--- src/rtl/mem_access_unit.sv ---
// rtl/mem_access_unit.sv - memory-stage load/store unit with req/ack data bus; optional ALIGN_CHECK_EN
module mem_access_unit #(
    parameter int TIMEOUT = 16
) (
    input  logic        clk,
    input  logic        rst,
    input  logic        memreqM,
    input  logic        memwriteM,
    input  logic [1:0]  memsizeM,
    input  logic        memsignM,
    input  logic [31:0] aluoutM,
    input  logic [31:0] writedataM,
    output logic        stallM,
    output logic [31:0] readdataM,
    output logic        buserrM,
    output logic        alignerrM,
    output logic        d_req,
    output logic        d_we,
    output logic [3:0]  d_be,
    output logic [31:0] d_addr,
    output logic [31:0] d_wdata,
    input  logic [31:0] d_rdata,
    input  logic        d_ack
);

    typedef enum logic [1:0] {IDLE, BUSY, DONE} state_t;

    state_t      state, nextState;
    logic [7:0]  timeoutCnt;
    logic        timeoutHit;
    logic [1:0]  laneR;
    logic [1:0]  sizeR;
    logic        signR;
    logic        weR;

    logic        isWord, isHalf, misalign;
    logic [1:0]  effLane;
    logic [3:0]  reqBe;
    logic [31:0] reqWdata;
    logic [7:0]  byteSel;
    logic [15:0] halfSel;
    logic [31:0] loadData;

    assign timeoutHit = (timeoutCnt == 8'(TIMEOUT - 1));

    // Held in reset the pipeline must not see a stall; DONE releases it for one cycle.
    assign stallM = rst & memreqM & (state != DONE);

    // Request decode: lane forcing, byte enables and lane-replicated store data.
    always_comb begin
        isWord  = memsizeM[1];
        isHalf  = (memsizeM == 2'b01);
        effLane = isWord ? 2'b00 : (isHalf ? {aluoutM[1], 1'b0} : aluoutM[1:0]);
`ifdef ALIGN_CHECK_EN
        misalign = (isHalf & aluoutM[0]) | (isWord & (aluoutM[1:0] != 2'b00));
`else
        misalign = 1'b0;
`endif
        if (isWord) begin
            reqBe    = 4'b1111;
            reqWdata = writedataM;
        end else if (isHalf) begin
            reqBe    = effLane[1] ? 4'b1100 : 4'b0011;
            reqWdata = {2{writedataM[15:0]}};
        end else begin
            reqBe    = 4'b0001 << effLane;
            reqWdata = {4{writedataM[7:0]}};
        end
    end

    // Load lane extraction and sign/zero extension from the latched request.
    always_comb begin
        case (laneR)
            2'd0:    byteSel = d_rdata[7:0];
            2'd1:    byteSel = d_rdata[15:8];
            2'd2:    byteSel = d_rdata[23:16];
            default: byteSel = d_rdata[31:24];
        endcase
        halfSel = laneR[1] ? d_rdata[31:16] : d_rdata[15:0];
        if (sizeR[1])
            loadData = d_rdata;
        else if (sizeR[0])
            loadData = {{16{signR & halfSel[15]}}, halfSel};
        else
            loadData = {{24{signR & byteSel[7]}}, byteSel};
    end

    // State register.
    always_ff @(posedge clk or negedge rst) begin
        if (!rst)
            state <= IDLE;
        else
            state <= nextState;
    end

    // Next-state: misaligned requests skip the bus entirely; BUSY ends on ack or timeout.
    always_comb begin
        nextState = state;
        case (state)
            IDLE:    if (memreqM) nextState = misalign ? DONE : BUSY;
            BUSY:    if (d_ack || timeoutHit) nextState = DONE;
            DONE:    nextState = IDLE;
            default: nextState = IDLE;
        endcase
    end

    // Request latch, bus drive, timeout counting and result/pulse registers.
    always_ff @(posedge clk or negedge rst) begin
        if (!rst) begin
            timeoutCnt <= 8'd0;
            laneR      <= 2'b00;
            sizeR      <= 2'b00;
            signR      <= 1'b0;
            weR        <= 1'b0;
            readdataM  <= 32'd0;
            buserrM    <= 1'b0;
            alignerrM  <= 1'b0;
            d_req      <= 1'b0;
            d_we       <= 1'b0;
            d_be       <= 4'd0;
            d_addr     <= 32'd0;
            d_wdata    <= 32'd0;
        end else begin
            case (state)
                IDLE: begin
                    if (memreqM) begin
                        laneR      <= effLane;
                        sizeR      <= memsizeM;
                        signR      <= memsignM;
                        weR        <= memwriteM;
                        timeoutCnt <= 8'd0;
                        if (misalign) begin
                            alignerrM <= 1'b1;
                            readdataM <= 32'd0;
                        end else begin
                            d_req   <= 1'b1;
                            d_we    <= memwriteM;
                            d_be    <= reqBe;
                            d_addr  <= {aluoutM[31:2], 2'b00};
                            d_wdata <= reqWdata;
                        end
                    end
                end
                BUSY: begin
                    if (d_ack) begin
                        d_req <= 1'b0;
                        if (!weR)
                            readdataM <= loadData;
                    end else if (timeoutHit) begin
                        d_req     <= 1'b0;
                        buserrM   <= 1'b1;
                        readdataM <= 32'd0;
                    end else begin
                        timeoutCnt <= timeoutCnt + 8'd1;
                    end
                end
                default: begin
                    buserrM   <= 1'b0;
                    alignerrM <= 1'b0;
                end
            endcase
        end
    end

endmodule

--- config.mk ---
export PLATFORM = sky130hd
export DESIGN_NAME = mem_access_unit
export DESIGN_NICKNAME = d
export VERILOG_FILES = /design/src/rtl/mem_access_unit.sv
export SDC_FILE = /design/constraint.sdc
export NUM_CORES = 1
export LEC_CHECK = 0
export ABC_AREA = 0
export BUFFER_PORTS_ARGS = -buffer_cell sky130_fd_sc_hd__clkbuf_2
export CAP_MARGIN = 20
export CORE_MARGIN = 3
export CORE_UTILIZATION = 35
export CTS_CLUSTER_DIAMETER = 150
export CTS_CLUSTER_SIZE = 8
export DETAILED_ROUTE_END_ITERATION = 10
export SYNTH_ARGS = -nofsm -noshare
export SYNTH_HDL_FRONTEND = slang
export SYNTH_SLANG_ARGS = --single-unit
--- constraint.sdc ---
create_clock -name clk -period 2.2 [get_ports clk]
set_input_delay 0.33 -clock clk [delete_from_list [all_inputs] [get_ports clk]]
set_output_delay 0.33 -clock clk [all_outputs]
set_load 0.02 [all_outputs]
==> results of run 1 <==
==> stage by stage <==
stage | total power, W | instance area, um^2 | setup slack [ps]
after detailed placement | 0.00695 | 6680 | 122
after global routing | 0.0103 | 7290 | 25.7
final | 0.00972 | 7290 | 121
after floorplan | 0.00555 | 5430 | 378
after global placement | 0.00688 | 6680 | 161
after CTS | 0.00984 | 7290 | 113
==> power groups by stage <==
stage | clock network, W | logic [W] | registers (W)
floorplan | 0 | 0.00127 | 0.00427
global placement | 0 | 0.00346 | 0.00342
detailed placement | 0 | 0.00352 | 0.00343
CTS | 0.00290 | 0.00352 | 0.00342
global route | 0.00300 | 0.00381 | 0.00351
finish | 0.00284 | 0.00347 | 0.00342
==> how the worst min path moves through the flow <==
| stage | end | slack, ps | cells past startpoint |
|---|---|---|---|
| final | readdataM[14] | 40 | 2 |
| after global placement | d_addr[6] | 460 | 2 |
| after CTS | d_addr[4] | 80 | 2 |
| after global routing | readdataM[30] | 80 | 2 |
| after floorplan | buserrM | 30 | 0 |
| after detailed placement | d_addr[12] | 460 | 2 |
==> registers in the layout, indices dropped and copies added, names as in the netlist <==
name and cells:
buserrM 1, d_addr 30, d_be 4, d_req 1, d_wdata 32, laneR 2
readdataM 32, signR 1, sizeR 2, state 2, timeoutCnt 8, weR 1
==> worst reg2reg max path, stage by stage (launching register included) <==
cell,delay [ps]
sky130_fd_sc_hd__dfrtp_1,410
sky130_fd_sc_hd__or4_4,580
sky130_fd_sc_hd__nor2_4,180
sky130_fd_sc_hd__a31oi_4,330
sky130_fd_sc_hd__a221o_1,460
==> cell usage in the layout (no fill, tap or decap), drive strengths merged, types with 2 or more instances in the layout <==
| master | instances |
|---|---|
| nor2 | 37 |
| nand3 | 4 |
| a21boi | 2 |
| nand2b | 8 |
| nor4 | 2 |
| and3 | 7 |
| buf | 19 |
| clkinv | 4 |
| nor2b | 3 |
| and3b | 6 |
| inv | 7 |
| nand2 | 168 |
| nor3 | 4 |
| a211oi | 3 |
| clkinvlp | 5 |
| a211o | 6 |
| mux2i | 25 |
| clkbuf | 224 |
| a21oi | 19 |
| o2bb2ai | 7 |
| a31oi | 7 |
| o22ai | 2 |
| conb | 3 |
| a2111oi | 2 |
| o21a | 2 |
| o31ai | 6 |
| o21ai | 39 |
| bufinv | 3 |
| dfrtp | 116 |
| or4 | 3 |
| a221o | 24 |
==> area by class of cell <==
class                      instances  area (um^2)  area share (%)
clock buffer                      20          457            6.26
clock inverter                    12          155            2.13
inverter                           7         26.3           0.360
multi-input combinational        406         2320            31.8
sequential                       116         2900            39.8
tap                              184          230            3.16
timing repair buffer             223         1200            16.5
==> cell families after synthesis <==
kind of cell	count (synthesis)	synth area share [%]
adder cells (fa/ha/maj)	1	0.231
AND/OR/NAND/NOR	248	19.8
AO/OA/AOI/OAI	126	16.9
flip-flops	116	53.5
multiplexers	27	5.24
other	1	0.0692
XOR/XNOR	1	0.162
buffers and inverters	48	4.02
==> metal layers <==
metal | global-route usage (%) | up-vias
met4 | 5.44 | 0
met1 | 23.5 | 2341
met3 | 7.68 | 11
li1 | - | 2373
met5 | 0 | -
met2 | 31.2 | 182
==> parameters.txt, run 1 <==
Parameter                              Value

Outcome
  Status ... finished clean

Worst setup path
  Cell type of the slowest stage on the worst timing path ... sky130_fd_sc_hd__or4_4
  Worst Path Max Fanout ... 30
  Count of cells along the worst register-to-register path ... 4
  Category of the critical setup timing path ... register to register
  Buf+Inv Stages, Crit Path ... 0
  Maximum single-stage delay on the critical path ... about 580 ps
  Arrival @ worst endpoint ... between 2000 and 2500 ps
  Cell family with the largest share of critical-path delay ... compound AO/OA/AOI/OAI gates
  Beginning of the worst register-to-register path ... timeoutCnt[6]
  Internal reg-to-reg setup slack ... between 100 and 150 ps
  Startpoint of the worst setup timing path ... timeoutCnt[6]
  End point of the critical path ... readdataM[14]
  Crit. path cell count ... 4
  Required time of the critical path ... around 2500 ps
  CP Capture Type ... register
  Reg-to-Reg End ... readdataM[14]
  Crit path cell chain ... or4_4 > nor2_4 > a31oi_4 > a221o_1
  Crit start category ... register

Global route
  Global-route wire length before repair ... about 26 mm
  Number of global-route vias before repair ... around 5000
  Total overflow reported by the global router ... 0
  Initial antenna violation count ... 0
  Largest net degree at the start of global routing ... 117
  All-layer global routing usage ... a little under a fifth

Power and ir drop
  Peak supply drop ... between 600 and 700 uV
  Switching component of the power ... between 0.003 and 0.004 W
  Share of total power consumed by net switching ... about two fifths
  Sequential cell fraction of total power ... between 30% and 40%
  Power density over cell area ... 1330 nW/um^2
  Cell-internal power ... 0.00601 W
  Portion of total power attributed to the clock network ... about 29%
  Pleak ... approximately 3.8 nW
  Logic pwr share ... between 30% and 40%

Timing
  Slew HR ... about two fifths
  Unrepaired setup endpoints after global routing ... false
  Setup Skew ... about 7.8 ps
  Hold WS ... 35.1 ps
  Transition time of the tightest slew-check pin ... 909 ps
  Aggregate negative setup slack ... 0 ps
  Count of final hold-check violations ... 0
  Final count of negative-setup-slack endpoints ... 0
  Final number of max-transition violations ... 0
  Final critical-path required period ... approximately 2100 ps
  Fmax ... 0.481 GHz
  Period Utilization, post-route ... between 90% and 100%

Route
  Post-Route M1 WL ... 6.64 mm
  # DRC ... 0
  Uppermost signal routing layer after detailed routing ... met4
  Average routed wire per standard cell ... around 16 um
  Met2 WL post-DR ... 7.56 mm
  Final WL ... 15.9 mm
  Vias after detailed routing ... between 4000 and 5000
  Post-detailed-route count of antenna-violating nets ... 0
  DR pass1 iterations ... 4
  Total length of routed met3 wires ... around 1.5 mm
  Ratio of routed vias to standard cells ... around 5.1
  Number of DRC markers after the initial detailed-route iteration ... 257

Logic synthesis
  Sequential element share of the synthesized area ... 53.5%
  EDFF count, synth ... 0
  Share of the synthesized area in the top cell type ... between 50% and 60%
  Post-synthesis area per instance ... roughly 9.5 um^2
  Seq cells post-synth ... 116
  Most numerous cell in the Yosys netlist ... sky130_fd_sc_hd__nand2_1
  Top cells by instance count after synthesis ... 168 x sky130_fd_sc_hd__nand2_1, 116 x sky130_fd_sc_hd__dfrtp_1, 39 x sky130_fd_sc_hd__o21ai_0
  Dominant cell type by area after synthesis ... sky130_fd_sc_hd__dfrtp_1
  Async set-or-reset flop fraction in the synthesized netlist ... between 90% and 100%
  Most area-consuming cells after synthesis ... sky130_fd_sc_hd__dfrtp_1 54%, sky130_fd_sc_hd__nand2_1 12%, sky130_fd_sc_hd__mux2i_1 4.6%, sky130_fd_sc_hd__a221o_1 4.4%, sky130_fd_sc_hd__o21ai_0 3.6%
  Synth Flop Type ... sky130_fd_sc_hd__dfrtp_1
  Number of synthesis warnings ... 0
  Area of the mapped netlist ... approximately 5400 um^2
  Count of distinct cell types in the synthesized netlist ... 52
  Cell count after synthesis ... between 500 and 600

Placed design
  Quantity of I/O buffers inserted on ports ... just over 200
  Placed cell count ... 936
  HPWL reported at the end of detailed placement ... 11.6 mm
  Last weighted congestion value of the routability-driven placer ... 0.837

Finish
  Post-layout nets ... 876
  Layout fillers ... 1421
  Share of final-layout standard cells stronger than drive strength 1 ... roughly 34%
  Core utilization of the finished layout ... about half
  Antenna diodes ... 0
  Area growth from synthesis to final layout ... 34.5%
  Non-Filler Instances ... between 900 and 1000

Clock network
  Insertion delay to the later sink of the worst-skew pair ... between 400 and 500 ps
  Setup Fix Bufs, Post-CTS ... 0
  Root cell of the clock tree ... sky130_fd_sc_hd__clkbuf_16
  Buffer depth of the longest clock path ... 2
  Number of sinks driven by the clock tree ... between 100 and 150
  H-tree levels ... 4
  TritonCTS clock tree ... yes
  CTS hold repair buffers ... 0
  Clock buffer count from CTS ... 17
  Number of gates resized after cts ... 0
  Clk pin slew, worst setup/hold paths ... ~50 ps

Floorplanning
  Initial cell density of the core ... roughly 36%
  Die extent in y ... between 100 and 150 um
  Horizontal die dimension ... about 130 um
  Top-level port count ... around 210
  Floorplan die area ... 17000 um^2
  Placeable core region ... between 10000 and 15000 um^2
  Count of standard-cell rows ... 44

Run
  Count of maximum capacitance violations ... 0

Min path
  Worst hold-check path type ... input port to asynchronous set/reset pin
Note: power is estimated with default switching activity, not from simulation.
==> inputs of run 2 (changes only) <==
CELL_PAD_IN_SITES_DETAIL_PLACEMENT = 0   (was unset)
CELL_PAD_IN_SITES_GLOBAL_PLACEMENT = 1   (was unset)
PLACE_DENSITY_LB_ADDON = 0.1   (was unset)
==> parameters.txt, run 2 (synthesis results as in run 1) <==
Parameter                              Value

Outcome
  Status ... finished clean

Worst setup path
  Required time of the critical path ... 2490 ps
  End point of the critical path ... readdataM[11]
  Worst Path Max Fanout ... 26
  Reg-to-Reg End ... readdataM[11]
  Buf+Inv Stages, Crit Path ... 0
  Beginning of the worst register-to-register path ... timeoutCnt[6]
  Crit path cell chain ... or4_4 > nor2_4 > a31oi_4 > a221o_1
  Crit start category ... register
  Category of the critical setup timing path ... register to register
  Cell family with the largest share of critical-path delay ... simple AND/OR/NAND/NOR gates
  Crit. path cell count ... 4
  Internal reg-to-reg setup slack ... between 100 and 150 ps
  Count of cells along the worst register-to-register path ... 4
  Cell type of the slowest stage on the worst timing path ... sky130_fd_sc_hd__or4_4
  CP Capture Type ... register
  Arrival @ worst endpoint ... roughly 2400 ps
  Startpoint of the worst setup timing path ... timeoutCnt[6]
  Maximum single-stage delay on the critical path ... 580 ps

Clock network
  Clk pin slew, worst setup/hold paths ... 50 ps
  TritonCTS clock tree ... yes
  Number of sinks driven by the clock tree ... ~120
  Clock buffer count from CTS ... 17
  Insertion delay to the later sink of the worst-skew pair ... slightly above 400 ps
  Setup Fix Bufs, Post-CTS ... 0
  CTS hold repair buffers ... 0
  Number of gates resized after cts ... 0
  Buffer depth of the longest clock path ... 2
  H-tree levels ... 4
  Root cell of the clock tree ... sky130_fd_sc_hd__clkbuf_16

Floorplanning
  Horizontal die dimension ... 130 um
  Top-level port count ... about 210
  Floorplan die area ... ~17000 um^2
  Die extent in y ... 130 um
  Count of standard-cell rows ... 44
  Placeable core region ... 14900 um^2
  Initial cell density of the core ... between 30% and 40%

Finish
  Layout fillers ... ~1400
  Non-Filler Instances ... around 970
  Most common cell after layout, fill and taps aside ... sky130_fd_sc_hd__clkbuf_2
  Antenna diodes ... 0
  Area growth from synthesis to final layout ... 34.4%
  Share of final-layout standard cells stronger than drive strength 1 ... approximately 34%
  Post-layout nets ... between 800 and 900
  Commonest cells after routing, fill and taps aside ... 204 x sky130_fd_sc_hd__clkbuf_2, 168 x sky130_fd_sc_hd__nand2_1, 116 x sky130_fd_sc_hd__dfrtp_1
  Registers with the highest flip-flop counts ... d_wdata (32), readdataM (32), d_addr (30)

Power and ir drop
  Pleak ... ~3.8 nW
  Peak supply drop ... ~620 uV
  Total Power Consumption ... 0.00962 W
  Power density over cell area ... 1320 nW/um^2

Route
  DR pass1 iterations ... 4
  Average routed wire per standard cell ... between 15 and 20 um
  # DRC ... 0
  Ratio of routed vias to standard cells ... roughly 5.0
  Post-detailed-route count of antenna-violating nets ... 0
  Vias after detailed routing ... 4849
  Number of DRC markers after the initial detailed-route iteration ... roughly 290
  Final WL ... ~16 mm

Placed design
  Quantity of I/O buffers inserted on ports ... roughly 210
  HPWL reported at the end of detailed placement ... around 11 mm
  Placed cell count ... ~940
  Last weighted congestion value of the routability-driven placer ... between 0.8 and 0.9

Global route
  Initial antenna violation count ... 0
  Total overflow reported by the global router ... 0
  Largest net degree at the start of global routing ... between 100 and 150
  Global-route wire length before repair ... approximately 25 mm
  All-layer global routing usage ... between 10% and 20%
  Number of global-route vias before repair ... around 4800

Timing
  Period Utilization, post-route ... 93.9%
  Fmax ... 0.484 GHz
  Final count of negative-setup-slack endpoints ... 0
  Final number of max-transition violations ... 0
  Count of final hold-check violations ... 0
  Transition time of the tightest slew-check pin ... approximately 950 ps
  Final critical-path required period ... roughly 2100 ps
  Slew HR ... a little over a third
  Unrepaired setup endpoints after global routing ... false
  Aggregate negative setup slack ... 0 ps
  Setup Skew ... around 6.5 ps

Run
  Count of maximum capacitance violations ... 0

Min path
  Worst hold-check path type ... input port to asynchronous set/reset pin
## run 2: cell types whose count changed in the layout (fill, tap and decap cells not counted), moves of 2 or more
cell / previous run / this run
sky130_fd_sc_hd__clkbuf_8: 2 / 8
sky130_fd_sc_hd__clkinvlp_4: 5 / 0
sky130_fd_sc_hd__bufinv_16: 3 / 1
sky130_fd_sc_hd__clkinv_4: 2 / 0
sky130_fd_sc_hd__clkbuf_1: 1 / 5
## run 2: stage by stage
stage | hold slack (ps) | setup WS, ps | utilization (%) | cell area (um^2)
after floorplan | 34.4 | 378 | - | 5430
after global placement | 459 | 182 | 45.1 | 6700
after detailed placement | 465 | 65.2 | 45.1 | 6700
after CTS | 55.8 | 119 | 49.0 | 7290
after global routing | 75.8 | 40.3 | 49.0 | 7290
final | 33.2 | 134 | 49.0 | 7290
## run 2: how the worst min path moves through the flow
stage                     slack [ps]    endpoint       start  cells past startpoint
after floorplan                   30     buserrM         rst                      0
final                             30   d_addr[2]         rst                      2
after global placement           460  d_addr[23]  d_addr[23]                      2
after CTS                         60   d_addr[2]         rst                      2
after detailed placement         460  d_wdata[4]  d_wdata[4]                      2
after global routing              80   d_addr[2]         rst                      2
## run 2: layout make-up
class                           instances  area (um^2)  area share, %
Timing Repair Buffer                  224         1220           16.8
Tap cell                              184          230           3.16
Inverter                                7         26.3          0.361
Clock buffer                           30          554           7.61
Sequential cell                       116         2900           39.8
Clock inverter                          2         35.0          0.481
Multi-Input combinational cell        406         2320           31.8
## run 2: metal layers
metal	track usage (%)	vias to the layer above	wire length, um
li1	-	2384	-
met1	24.7	2294	6940
met2	29.6	156	7390
met3	6.71	15	1310
met4	7.50	0	250
met5	0	-	0
## run 2: where the power goes
part | internal [W] | switching (W)
clock | 0.00179 | 0.000917
combinational | 0.00126 | 0.00223
sequential | 0.00292 | 0.000490
total | 0.00598 | 0.00364
